## config.mk

```make
export PLATFORM = sky130hd
export DESIGN_NAME = if_stage
export DESIGN_NICKNAME = d
export VERILOG_FILES = /design/src/rtl/if_stage.sv
export SDC_FILE = /design/constraint.sdc
export NUM_CORES = 1
export LEC_CHECK = 0
export ABC_AREA = 1
export CORE_MARGIN = 2
export CORE_UTILIZATION = 55
export DETAILED_ROUTE_END_ITERATION = 8
export DONT_BUFFER_PORTS = 1
export PLACE_DENSITY = 0.7
export RECOVER_POWER = 25
export SLEW_MARGIN = 25
export SYNTH_ARGS = -nofsm -noshare
export SYNTH_HDL_FRONTEND = slang
export SYNTH_SLANG_ARGS = --single-unit
```

## constraint.sdc

```tcl
create_clock -name clk -period 1.6 [get_ports clk]
set_input_delay 0 -clock clk [delete_from_list [all_inputs] [get_ports clk]]
set_output_delay 0 -clock clk [all_outputs]
set_load 0.03 [all_outputs]
```

## src/rtl/if_stage.sv

```systemverilog
// Instruction-fetch stage: program counter, instruction-memory word address,
// and the IF/ID pipeline register (instruction, PC, delay-slot flag,
// fetch exception code, valid).
// Optional fetch-fault (AdEL) detection is enabled by defining IF_ADEL_CHECK_EN.
module if_stage #(
  parameter logic [31:0] RESET_PC   = 32'h0000_3000,
  parameter logic [31:0] HANDLER_PC = 32'h0000_3180,
  parameter logic [31:0] TEXT_LO    = 32'h0000_3000,
  parameter logic [31:0] TEXT_HI    = 32'h0000_3ffc
) (
  input  logic        clk,
  input  logic        reset,
  input  logic        stall,
  input  logic        redirect_en,
  input  logic [31:0] redirect_pc,
  input  logic        id_is_jump,
  input  logic        exc_req,
  input  logic        eret_req,
  input  logic [31:0] epc,
  output logic [11:0] imem_addr,
  input  logic [31:0] imem_rdata,
  output logic [31:0] pc_f,
  output logic [31:0] id_instr,
  output logic [31:0] id_pc,
  output logic        id_bd,
  output logic [4:0]  id_exccode,
  output logic        id_valid
);

  localparam logic [4:0] EXC_NONE = 5'd0;
  localparam logic [4:0] EXC_ADEL = 5'd4;

  logic [31:0] pc_q, pc_d;
  logic [31:0] instr_q, instr_d;
  logic [31:0] idpc_q, idpc_d;
  logic        bd_q, bd_d;
  logic [4:0]  code_q, code_d;
  logic        valid_q, valid_d;

  logic        fetch_fault;
  logic        flush;

`ifdef IF_ADEL_CHECK_EN
  // Misaligned or outside the text window: the fetched word is discarded.
  always_comb begin
    fetch_fault = (pc_q[1:0] != 2'b00) || (pc_q < TEXT_LO) || (pc_q > TEXT_HI);
  end
`else
  // No fetch-address checking in this build.
  always_comb begin
    fetch_fault = 1'b0;
  end
`endif

  // Next-PC selection: exception > eret > stall > redirect > sequential.
  always_comb begin
    flush = exc_req || eret_req;
    pc_d  = pc_q + 32'd4;
    if (exc_req) begin
      pc_d = HANDLER_PC;
    end else if (eret_req) begin
      pc_d = epc;
    end else if (stall) begin
      pc_d = pc_q;
    end else if (redirect_en) begin
      pc_d = redirect_pc;
    end
  end

  // IF/ID next state: flush on exception/eret, hold on stall, else capture.
  always_comb begin
    instr_d = instr_q;
    idpc_d  = idpc_q;
    bd_d    = bd_q;
    code_d  = code_q;
    valid_d = valid_q;
    if (flush) begin
      instr_d = '0;
      idpc_d  = '0;
      bd_d    = 1'b0;
      code_d  = EXC_NONE;
      valid_d = 1'b0;
    end else if (!stall) begin
      instr_d = fetch_fault ? '0 : imem_rdata;
      idpc_d  = pc_q;
      bd_d    = id_is_jump;
      code_d  = fetch_fault ? EXC_ADEL : EXC_NONE;
      valid_d = 1'b1;
    end
  end

  // PC and IF/ID registers with asynchronous active-low reset.
  always_ff @(posedge clk or negedge reset) begin
    if (!reset) begin
      pc_q    <= RESET_PC;
      instr_q <= '0;
      idpc_q  <= '0;
      bd_q    <= 1'b0;
      code_q  <= EXC_NONE;
      valid_q <= 1'b0;
    end else begin
      pc_q    <= pc_d;
      instr_q <= instr_d;
      idpc_q  <= idpc_d;
      bd_q    <= bd_d;
      code_q  <= code_d;
      valid_q <= valid_d;
    end
  end

  assign imem_addr  = pc_q[13:2];
  assign pc_f       = pc_q;
  assign id_instr   = instr_q;
  assign id_pc      = idpc_q;
  assign id_bd      = bd_q;
  assign id_exccode = code_q;
  assign id_valid   = valid_q;

endmodule
```

==> summary.md <==
| Metric | Value |
|---|---|
| Outcome | complete, but fails checks |
| Violated checks | negative hold slack |
| Antenna violations before repair | 0 |
| Synthesized instance count | 740 |
| Post-synthesis sequential element count | between 90 and 100 |
| Synth area leader | sky130_fd_sc_hd__dfrtp_1 |
| Type of element launching the critical path | input port |
| Fraction of layout cells with a size suffix above 1 | 12.5% |
| Final Core Density | between 70% and 80% |
| Cell with the largest stage delay on the worst path | sky130_fd_sc_hd__dlygate4sd3_1 |
| Drt first-iter violations | about 330 |
| Critical Path Sink Type | flop |
| Wire length per cell after detailed routing | 18.0 um |
| Critical Path, Cell by Cell | dlygate4sd3_1 -> buf_12 -> nor2_4 -> nand2_4 -> nand2_2 -> inv_1 -> o211ai_1 -> o21ai_0 |
| Number of core rows | 36 |
| Die area | between 10000 and 15000 um2 |
| Fraction of the yosys area taken by sequential cells | a little under half |
| I/O pin total | 218 |
| Avg Cell Area, Syn | approximately 7.3 um2 |
| Total wire length after detailed routing | between 15000 and 20000 um |
| Effective utilization at floorplan | approximately 56% |
| DPL Wire Length | approximately 11000 um |
| Clock input transition at the sequential cells of the worst setup and hold paths | about 0.10 ns |
| Worst Hold Class | in2async |
| Weighted congestion at the end of routability-driven global placement | 0.943 |
| Total CTS buffers | 9 |
| Hold buffer count at CTS | approximately 100 |
| RSZ-0062 raised after global routing | true |
| Lkg Pwr | about 0.0033 uW |
| CP Data Required Time | 1.85 ns |
| Area added between synthesis and finish | 27.4% |
| Final number of max-transition violations | 0 |
| Total routing resource utilization after global routing | 33.1% |
| CTS Root Buffer Type | sky130_fd_sc_hd__clkbuf_8 |
| Skew final | ~0.0057 ns |
| Count of TritonRoute iterations in the first routing pass | 5 |
| Arrival time reported for the critical path endpoint | about 1.8 ns |
| Post-CTS setup buffer count | 0 |
| Netlist Area Pre-Place | around 5400 um2 |
| Maximum fanout along the worst path | 35 |
| Total number of vias | 5492 |
| # H-tree levels | 3 |
| Sink Count | about 100 |
| Overall overflow remaining after global route | 0 |
| Clock tree from TritonCTS | done |
| Achievable Freq | 633 MHz |
| Final net count | 951 |
| Core Area | between 9000 and 10000 um2 |
| Vias in the first global route | around 5300 |
| Worst-case setup slack after placement | -0.0525 ns |
| Routed Antenna Nets | 0 |
| Average via count per standard cell | approximately 5.6 |
| Worst path setup slack after routing | between 0.02 and 0.025 ns |
| Detailed-route DRC error count | 0 |
| Power density relative to cell area | between 800 and 900 nW/um2 |
| Largest net degree at the start of global routing | 99 |
| Max-capacitance violation count | 0 |
| Post-route cell area | ~6900 um2 |
| Count of buffers inserted at the top-level ports | 0 |
| Setup violation total in the final timing report | 0 |
| Overall Power | between 5000 and 6000 uW |
| Synth warn | 0 |
| Final-layout worst hold slack | -0.686 ns |
| Top cells by area, synth | sky130_fd_sc_hd__dfrtp_1, sky130_fd_sc_hd__nand2_1, sky130_fd_sc_hd__nand3_1 |
| Clock Latency Late Sink | approximately 0.37 ns |
| Horizontal die dimension | 103 um |
| Peak supply drop | roughly 0.48 mV |
| Final Hold Violating Endpoints | 98 |
| Number of different library cells in the post-synthesis netlist | 31 |
| Antenna diode count | 0 |
| Post-route clock period utilization | 98.7% |
| Number of filler instances in the final layout | between 700 and 800 |
| Largest stage delay on the critical path | just under 0.6 ns |
| Area share of the largest cell type after synthesis | 44.3% |
| Post-layout min period | between 1.5 and 2 ns |
| Bufs on Longest Clock Path | 2 |
| Die extent in y | between 100 and 150 um |
| Global-route wire length before repair | between 20000 and 30000 um |
| Critical path start-end classification | in2reg |
| Post-placement cell area | about 5600 um2 |
worst paths after layout:
| check | start | end | slack, ns | depth (start not counted) |
|---|---|---|---|---|
| min in group clk | redirect_en | pc_f[9] | 0.06 | 4 |
| max in group asynchronous | reset | pc_f[13] | 2.03 | 0 |
| worst max register to register | pc_f[12] | pc_f[30] | 0.02 | 9 |
| worst min-delay path | reset | pc_f[21] | -0.69 | 0 |
| worst min register to register | pc_f[12] | pc_f[12] | 0.56 | 2 |
| worst max-delay path | eret_req | pc_f[6] | 0.02 | 8 |
power by group:
group          switching, uW  total [uW]  leakage [uW]  internal [uW]
logic                    730        1170       0.00187            441
clock network            915        1840      0.000110            929
registers                311        2930       0.00129           2620
total                   1960        5950       0.00327           3990
metal layers:
metal	vias up	global-route usage (%)	wire (um)
met5	-	0	0
met3	31	7.06	1470
met4	0	11.6	338
met1	2632	41.9	7190
met2	280	56.4	8750
li1	2549	-	-
stage by stage:
step,TNS (ns),instances
after floorplan,0,744
after global placement,-0.0968,867
final,0,984
after global routing,-0.951,984
after CTS,0,984
after detailed placement,-0.165,867
placed cells by master, fill, tap and decap left out, types with 2 or more instances in the layout:
cell type,n
sky130_fd_sc_hd__xor2_1,6
sky130_fd_sc_hd__nand2_2,14
sky130_fd_sc_hd__o21ai_1,5
sky130_fd_sc_hd__nand3_2,2
sky130_fd_sc_hd__o211ai_1,5
sky130_fd_sc_hd__bufinv_16,2
sky130_fd_sc_hd__conb_1,5
sky130_fd_sc_hd__dfrtp_1,90
sky130_fd_sc_hd__dlygate4sd3_1,100
sky130_fd_sc_hd__nor2_1,76
sky130_fd_sc_hd__xnor2_1,2
sky130_fd_sc_hd__nor2_4,12
sky130_fd_sc_hd__nand2_1,260
sky130_fd_sc_hd__buf_12,3
sky130_fd_sc_hd__nor2_2,8
sky130_fd_sc_hd__clkbuf_8,10
sky130_fd_sc_hd__inv_1,36
sky130_fd_sc_hd__dfrtp_2,6
sky130_fd_sc_hd__dfstp_2,2
sky130_fd_sc_hd__a21oi_1,31
sky130_fd_sc_hd__o21ai_0,47
sky130_fd_sc_hd__nand3_1,77
sky130_fd_sc_hd__buf_4,40
registers in the layout, summed over array words and instances, names as in the netlist:
name,flops
id_instr,32
pc_f,32
id_pc,32
id_bd,1
id_valid,1
cells in the mapped netlist, drive strengths merged:
cell type,number
o211ai,5
nand2,275
nand3,79
dfstp,2
buf,32
o21ai,52
dfrtp,96
xnor2,2
nor2,96
clkinv,1
clkbuf,19
xor2,7
conb,1
dlymetal6s2s,1
ha,1
a22oi,1
a21oi,31
o22ai,1
inv,37
nand4,1
logic make-up after synthesis:
family	share of synthesized area, %
buffers and inverters	9.55
and+or+nand+nor	34.8
AOI/OAI and AO/OA	8.60
xor gates and xnor gates	1.45
other	0.0691
adders and majority gates	0.231
DFF	45.3
area by class of cell:
| cell class | instances | area, um2 | area share, % |
|---|---|---|---|
| clock buffers | 10 | 138 | 1.99 |
| clock inverters | 5 | 87.6 | 1.27 |
| inverters | 38 | 143 | 2.06 |
| multi-input cells | 556 | 2540 | 36.8 |
| flip-flops and latches | 98 | 2460 | 35.6 |
| well taps | 133 | 166 | 2.41 |
| repair buffers | 144 | 1370 | 19.9 |
critical path, delay by kind of cell:
kind / cells / cell delay, ns
simple gates: 3 / 0.62
compound gates: 2 / 0.26
buf+inv: 3 / 0.95
timing repair:
item,4_1_cts,5_1_grt
setup endpoints to repair,6,48
resized for setup,2,26
pin swaps,0,3
endpoints found under the hold margin,163,98
Power figures use the tool's default switching activity.
